===== config.mk =====
export PLATFORM = sky130hd
export DESIGN_NAME = mest_pro_mem_ctrl
export DESIGN_NICKNAME = d
export VERILOG_FILES = /design/src/rtl/mest_pro_mem_ctrl_pkg.sv /design/src/rtl/mest_pro_mem_ctrl.sv
export SDC_FILE = /design/constraint.sdc
export NUM_CORES = 1
export LEC_CHECK = 0
export CORE_ASPECT_RATIO = 1.5
export CORE_MARGIN = 2
export CORE_UTILIZATION = 42
export CTS_CLUSTER_DIAMETER = 80
export DETAILED_ROUTE_END_ITERATION = 6
export MAX_ROUTING_LAYER = met4
export PLACE_DENSITY = 0.89
export SYNTH_ARGS = -nofsm -noshare
export SYNTH_HDL_FRONTEND = slang
export SYNTH_SLANG_ARGS = --single-unit

===== constraint.sdc =====
create_clock -name CLK -period 3.17 [get_ports CLK]
set_clock_uncertainty 0.1 [all_clocks]
set_input_delay 0.634 -clock CLK [delete_from_list [all_inputs] [get_ports CLK]]
set_output_delay 0.634 -clock CLK [all_outputs]
set_load 0.005 [all_outputs]

===== src/rtl/mest_pro_mem_ctrl_pkg.sv =====
// Shared sizes, FSM state encodings and request-type codes for the
// MESTPro memory access controller.
package mest_pro_mem_ctrl_pkg;

    localparam int ADDR_BITS        = 8;
    localparam int DATA_BITS        = 16;
    localparam int INSTRUCTION_SIZE = 16;
    localparam int MEM_SIZE         = 256;
    localparam int ROM_SIZE         = 64;

    typedef enum logic [1:0] {
        MC_IDLE    = 2'd0,
        MC_ISSUE   = 2'd1,
        MC_CAPTURE = 2'd2
    } mc_state_t;

    typedef enum logic [1:0] {
        REQ_FETCH = 2'd0,
        REQ_LD    = 2'd1,
        REQ_ST    = 2'd2
    } req_type_t;

endpackage


===== src/rtl/mest_pro_mem_ctrl.sv =====
// Memory access controller: serialises fetch/load/store requests from the
// MESTPro core onto the single unified memory port, range-checks addresses
// locally and returns captured memory data with one-cycle valid pulses.
module mest_pro_mem_ctrl #(
    parameter int ADDR_BITS        = mest_pro_mem_ctrl_pkg::ADDR_BITS,
    parameter int DATA_BITS        = mest_pro_mem_ctrl_pkg::DATA_BITS,
    parameter int INSTRUCTION_SIZE = mest_pro_mem_ctrl_pkg::INSTRUCTION_SIZE,
    parameter int MEM_SIZE         = mest_pro_mem_ctrl_pkg::MEM_SIZE
) (
    input  logic                        CLK,
    input  logic                        RESET,
    input  logic                        i_fetch_req,
    input  logic [ADDR_BITS-1:0]        i_pc,
    input  logic                        i_ld_req,
    input  logic                        i_st_req,
    input  logic [ADDR_BITS-1:0]        i_addr,
    input  logic [DATA_BITS-1:0]        i_wdata,
    output logic                        o_ready,
    output logic                        o_fetch_valid,
    output logic [INSTRUCTION_SIZE-1:0] o_inst,
    output logic                        o_ld_valid,
    output logic [INSTRUCTION_SIZE-1:0] o_ld_data,
    output logic                        o_st_done,
    output logic                        o_st_err,
    output logic                        o_fault,
    output logic [ADDR_BITS-1:0]        o_mem_prog_counter,
    output logic [ADDR_BITS-1:0]        o_mem_addr,
    output logic [DATA_BITS-1:0]        o_mem_in_dat,
    output logic                        o_mem_cs,
    output logic                        o_mem_we,
    output logic                        o_mem_mm_select,
    input  logic [INSTRUCTION_SIZE-1:0] i_mem_inst,
    input  logic [INSTRUCTION_SIZE-1:0] i_mem_dat,
    input  logic                        i_mem_error
);
    import mest_pro_mem_ctrl_pkg::*;

    mc_state_t            state;
    req_type_t            req_type;

    logic                 acc_any;
    req_type_t            acc_type;
    logic [ADDR_BITS-1:0] acc_addr;
    logic                 acc_fault;
    logic                 issue;

    // The address port may be wider than the memory, so out-of-range
    // addresses are caught here and never reach the memory.
    function automatic logic addr_out_of_range(input logic [ADDR_BITS-1:0] a);
        return (32'(a) >= 32'(MEM_SIZE));
    endfunction

    // Fixed-priority request selection: store over load over fetch.
    always_comb begin
        acc_any  = i_fetch_req | i_ld_req | i_st_req;
        acc_type = REQ_FETCH;
        acc_addr = i_pc;
        if (i_st_req) begin
            acc_type = REQ_ST;
            acc_addr = i_addr;
        end else if (i_ld_req) begin
            acc_type = REQ_LD;
            acc_addr = i_addr;
        end
    end

    assign acc_fault = addr_out_of_range(acc_addr);

    // Strobes are only live while the latched request is being issued;
    // the memory samples them on the edge that ends ISSUE.
    assign issue           = (state == MC_ISSUE);
    assign o_mem_cs        = issue && (req_type == REQ_FETCH);
    assign o_mem_we        = issue && (req_type == REQ_ST);
    assign o_mem_mm_select = issue && (req_type == REQ_LD);

    // Controller FSM with registered responses, request latches and sticky fault.
    always_ff @(posedge CLK) begin
        if (RESET) begin
            state              <= MC_IDLE;
            req_type           <= REQ_FETCH;
            o_ready            <= 1'b1;
            o_fetch_valid      <= 1'b0;
            o_ld_valid         <= 1'b0;
            o_st_done          <= 1'b0;
            o_st_err           <= 1'b0;
            o_fault            <= 1'b0;
            o_inst             <= '0;
            o_ld_data          <= '0;
            o_mem_prog_counter <= '0;
            o_mem_addr         <= '0;
            o_mem_in_dat       <= '0;
        end else begin
            o_fetch_valid <= 1'b0;
            o_ld_valid    <= 1'b0;
            o_st_done     <= 1'b0;
            case (state)
                MC_IDLE: begin
                    if (acc_any) begin
                        if (acc_fault) begin
                            // Rejected locally: answer next cycle, stay idle.
                            o_fault <= 1'b1;
                            case (acc_type)
                                REQ_FETCH: begin
                                    o_fetch_valid <= 1'b1;
                                    o_inst        <= '0;
                                end
                                REQ_LD: begin
                                    o_ld_valid <= 1'b1;
                                    o_ld_data  <= '0;
                                end
                                REQ_ST: begin
                                    o_st_done <= 1'b1;
                                    o_st_err  <= 1'b1;
                                end
                                default: ;
                            endcase
                        end else begin
                            req_type <= acc_type;
                            state    <= MC_ISSUE;
                            o_ready  <= 1'b0;
                            case (acc_type)
                                REQ_FETCH: o_mem_prog_counter <= acc_addr;
                                REQ_LD:    o_mem_addr         <= acc_addr;
                                REQ_ST: begin
                                    o_mem_addr   <= acc_addr;
                                    o_mem_in_dat <= i_wdata;
                                end
                                default: ;
                            endcase
                        end
                    end
                end
                MC_ISSUE: begin
                    state <= MC_CAPTURE;
                end
                MC_CAPTURE: begin
                    // Memory outputs are registered, so they are valid now.
                    state   <= MC_IDLE;
                    o_ready <= 1'b1;
                    case (req_type)
                        REQ_FETCH: begin
                            o_inst        <= i_mem_inst;
                            o_fetch_valid <= 1'b1;
                        end
                        REQ_LD: begin
                            o_ld_data  <= i_mem_dat;
                            o_ld_valid <= 1'b1;
                        end
                        REQ_ST: begin
                            o_st_err  <= i_mem_error;
                            o_st_done <= 1'b1;
                            if (i_mem_error) begin
                                o_fault <= 1'b1;
                            end
                        end
                        default: ;
                    endcase
                end
                default: begin
                    state   <= MC_IDLE;
                    o_ready <= 1'b1;
                end
            endcase
        end
    end

endmodule


==> reports/summary.txt <==
CTS H-tree depth -> 3
Final Setup Violations -> 0
WL met3 -> 394 um
Class of the worst hold path -> flip-flop to flip-flop
Root buffer cell -> clkbuf_8
Met2 wire length -> 4170 um
Num CTS Buffers -> 9
Startpoint Class -> flip-flop
EDFF count, synth -> 0
Top cell type's share of synthesized area -> 53.4%
Rel. slew slack -> 38.1%
Via/cell ratio -> 4.96
# nets final -> 516
Period utilization -> 81.9%
Worst setup EP type -> primary output
Leak Pwr -> 1.60 nW
Io pins -> 143
Post-CTS setup buffers -> 0
DRT Pass-1 Iters -> 4
Syn avg cell area -> 8.89 um2
DR vias -> 2,610
Unique masters post-synth -> 27
Final Power -> 0.00199 W
Async SR Flop Fraction -> 0%
CTS-repair resized insts -> 0
Most common library cells after synthesis -> 74 x dfxtp_1, 66 x nand2_1, 42 x a21oi_1, 26 x nor2_1, 25 x mux2i_1
Largest stage delay on the critical path -> 0.55 ns
RePlAce Congestion -> 0.790
Ys flop type -> dfxtp_1
Input/output buffers -> 142
CTS Hold Buffers Added -> 0
Syn Nets -> 382
Critical Setup Path Class -> flip-flop to primary output
RSZ-0062 raised after global routing -> false
Slowest CP cell -> dfxtp_1
Outcome -> complete, no violations
Clock Sinks -> 74
Synth Register Bits -> 74
First-pass GRT wire length -> 12,000 um
Dpl hpwl -> 5460 um
# fillers -> 524
Required @ worst endpoint -> 2.44 ns
Wire per inst -> 14.3 um
CP max FO -> 10
Critical Path AT -> 1.86 ns
Ratio of cells with drive above 1 in the final layout -> 5.56%
Deepest clock path buffer count -> 2
Std cell rows -> 36
Worst-margin pin slew -> 0.925 ns
Final TNS setup -> 0 ns
Final wirelength -> 7540 um
Clock Pin Slew Worst Setup and Hold Paths -> 0.07 ns
Post-synthesis cell area -> 0.00277 mm2
PD cells -> 452 mW/mm2
Hold Vio Cnt, Final -> 0
Die height -> 104 um
Top-count cell post-synth -> dfxtp_1
CTS tree -> built
Setup ws final -> 0.574 ns
Largest net degree at the start of global routing -> 35
Pre-CTS WS -> 0.894 ns
Yosys top cell by area -> dfxtp_1
Vias in the first global route -> 2,495
DIE AREA -> 0.00728 mm2
Initial Util -> 43.0%
Warnings, synthesis -> 0
Slew Limit Fails -> 0
Initial antenna violation count -> 0
Max Used Layer -> met4
Max Cap Violations -> 0
Worst path cell trace -> nand2b_1, nor3b_1, clkdlybuf4s50_1
Max Fclk -> 385 MHz
Final ANT Viol Nets -> 0
# DRC -> 0
Max VDD drop -> 0.328 mV
Met1 WL -> 2790 um
Main area contributors after synthesis -> dfxtp_1 53%, mux2i_1 9.0%, nand2_1 8.9%
Initial drt markers -> 140
# diodes -> 0
Register area share after synthesis -> 53.4%
Final global-route overflow total -> 0
P&R area growth vs syn -> 58.6%
Worst-Skew Late Latency -> 0.34 ns
Mapped Cells -> 312
All-Layer GR Usage -> 21.5%
Final worst path period need -> 2.60 ns
Core area -> 0.00644 mm2
Die outline width -> 70.3 um
## worst paths after layout
kind | start | endpoint | slack (ns) | cells after the start
hold reg to reg | o_ld_data[6] | o_ld_data[6] | 0.35 | 2
setup / recovery | state[0] | o_mem_mm_select | 0.57 | 3
setup reg to reg | state[1] | o_inst[6] | 1.37 | 3
hold / removal | o_ld_data[6] | o_ld_data[6] | 0.35 | 2
## sequential cells by signal, indices dropped and copies added (netlist names), 2 cells and up
signal / count
o_inst: 16
o_mem_in_dat: 16
state: 2
o_mem_addr: 8
req_type: 2
o_mem_prog_counter: 8
o_ld_data: 16
## layout make-up
type,instances,area (um2),area share (%)
Sequential cell,74,1480,33.7
Timing Repair Buffer,148,1460,33.2
Multi-Input combinational cell,212,1170,26.5
Clock buffer,13,179,4.07
Tap cell,76,95.1,2.16
Clock inverter,2,10.0,0.228
Inverter,1,3.75,0.0853
## cell usage in the layout (no fill, tap or decap), drive strengths merged
master / count
o21ba: 1
clkinv: 2
and3: 1
nor4bb: 1
inv: 1
nor3: 3
nor4b: 1
nor2b: 1
nand4bb: 2
buf: 7
nand2: 66
nor2: 26
nand3: 8
clkdlybuf4s50: 141
mux2i: 25
o21ai: 10
o31ai: 1
dfxtp: 74
nor3b: 3
nand2b: 17
a21oi: 42
nand3b: 1
clkbuf: 13
or2: 2
or4b: 1
## cell families after synthesis
family,after synthesis,share of synthesized area (%)
DFF,74,53.4
buffers and inverters,26,4.87
and+or+nand+nor,133,22.7
AOI/OAI and AO/OA,54,10.0
muxes,25,9.03
## worst max-delay path: cells and delay by family, from the launching register on
kind,cells,cell delay (ns)
AND/OR/NAND/NOR,2,0.43
flip-flops,1,0.55
buffers and inverters,1,0.54
## power breakdown
part           total (W)  leakage (nW)  internal (W)  switching [W]
Sequential       0.00100         0.602      0.000971      0.0000302
Clock           0.000683         0.101      0.000363       0.000320
Combinational   0.000305         0.895      0.000191       0.000114
## routing by layer
| metal | track usage [%] | vias up |
|---|---|---|
| met2 | 36.8 | 86 |
| met4 | 10.2 | 0 |
| met5 | - | - |
| li1 | - | 1294 |
| met1 | 22.6 | 1215 |
| met3 | 5.45 | 15 |
## through the flow
stage                     hold slack (ns)  std cells  area (um2)  util, %
after CTS                           0.357        526        4400     68.3
after floorplan                     0.353        312        2770        -
final                               0.355        526        4400     68.3
after global placement              0.341        511        4210     65.3
after global routing                0.372        526        4400     68.3
after detailed placement            0.347        511        4210     65.3
(Power assumes the default switching activity.)
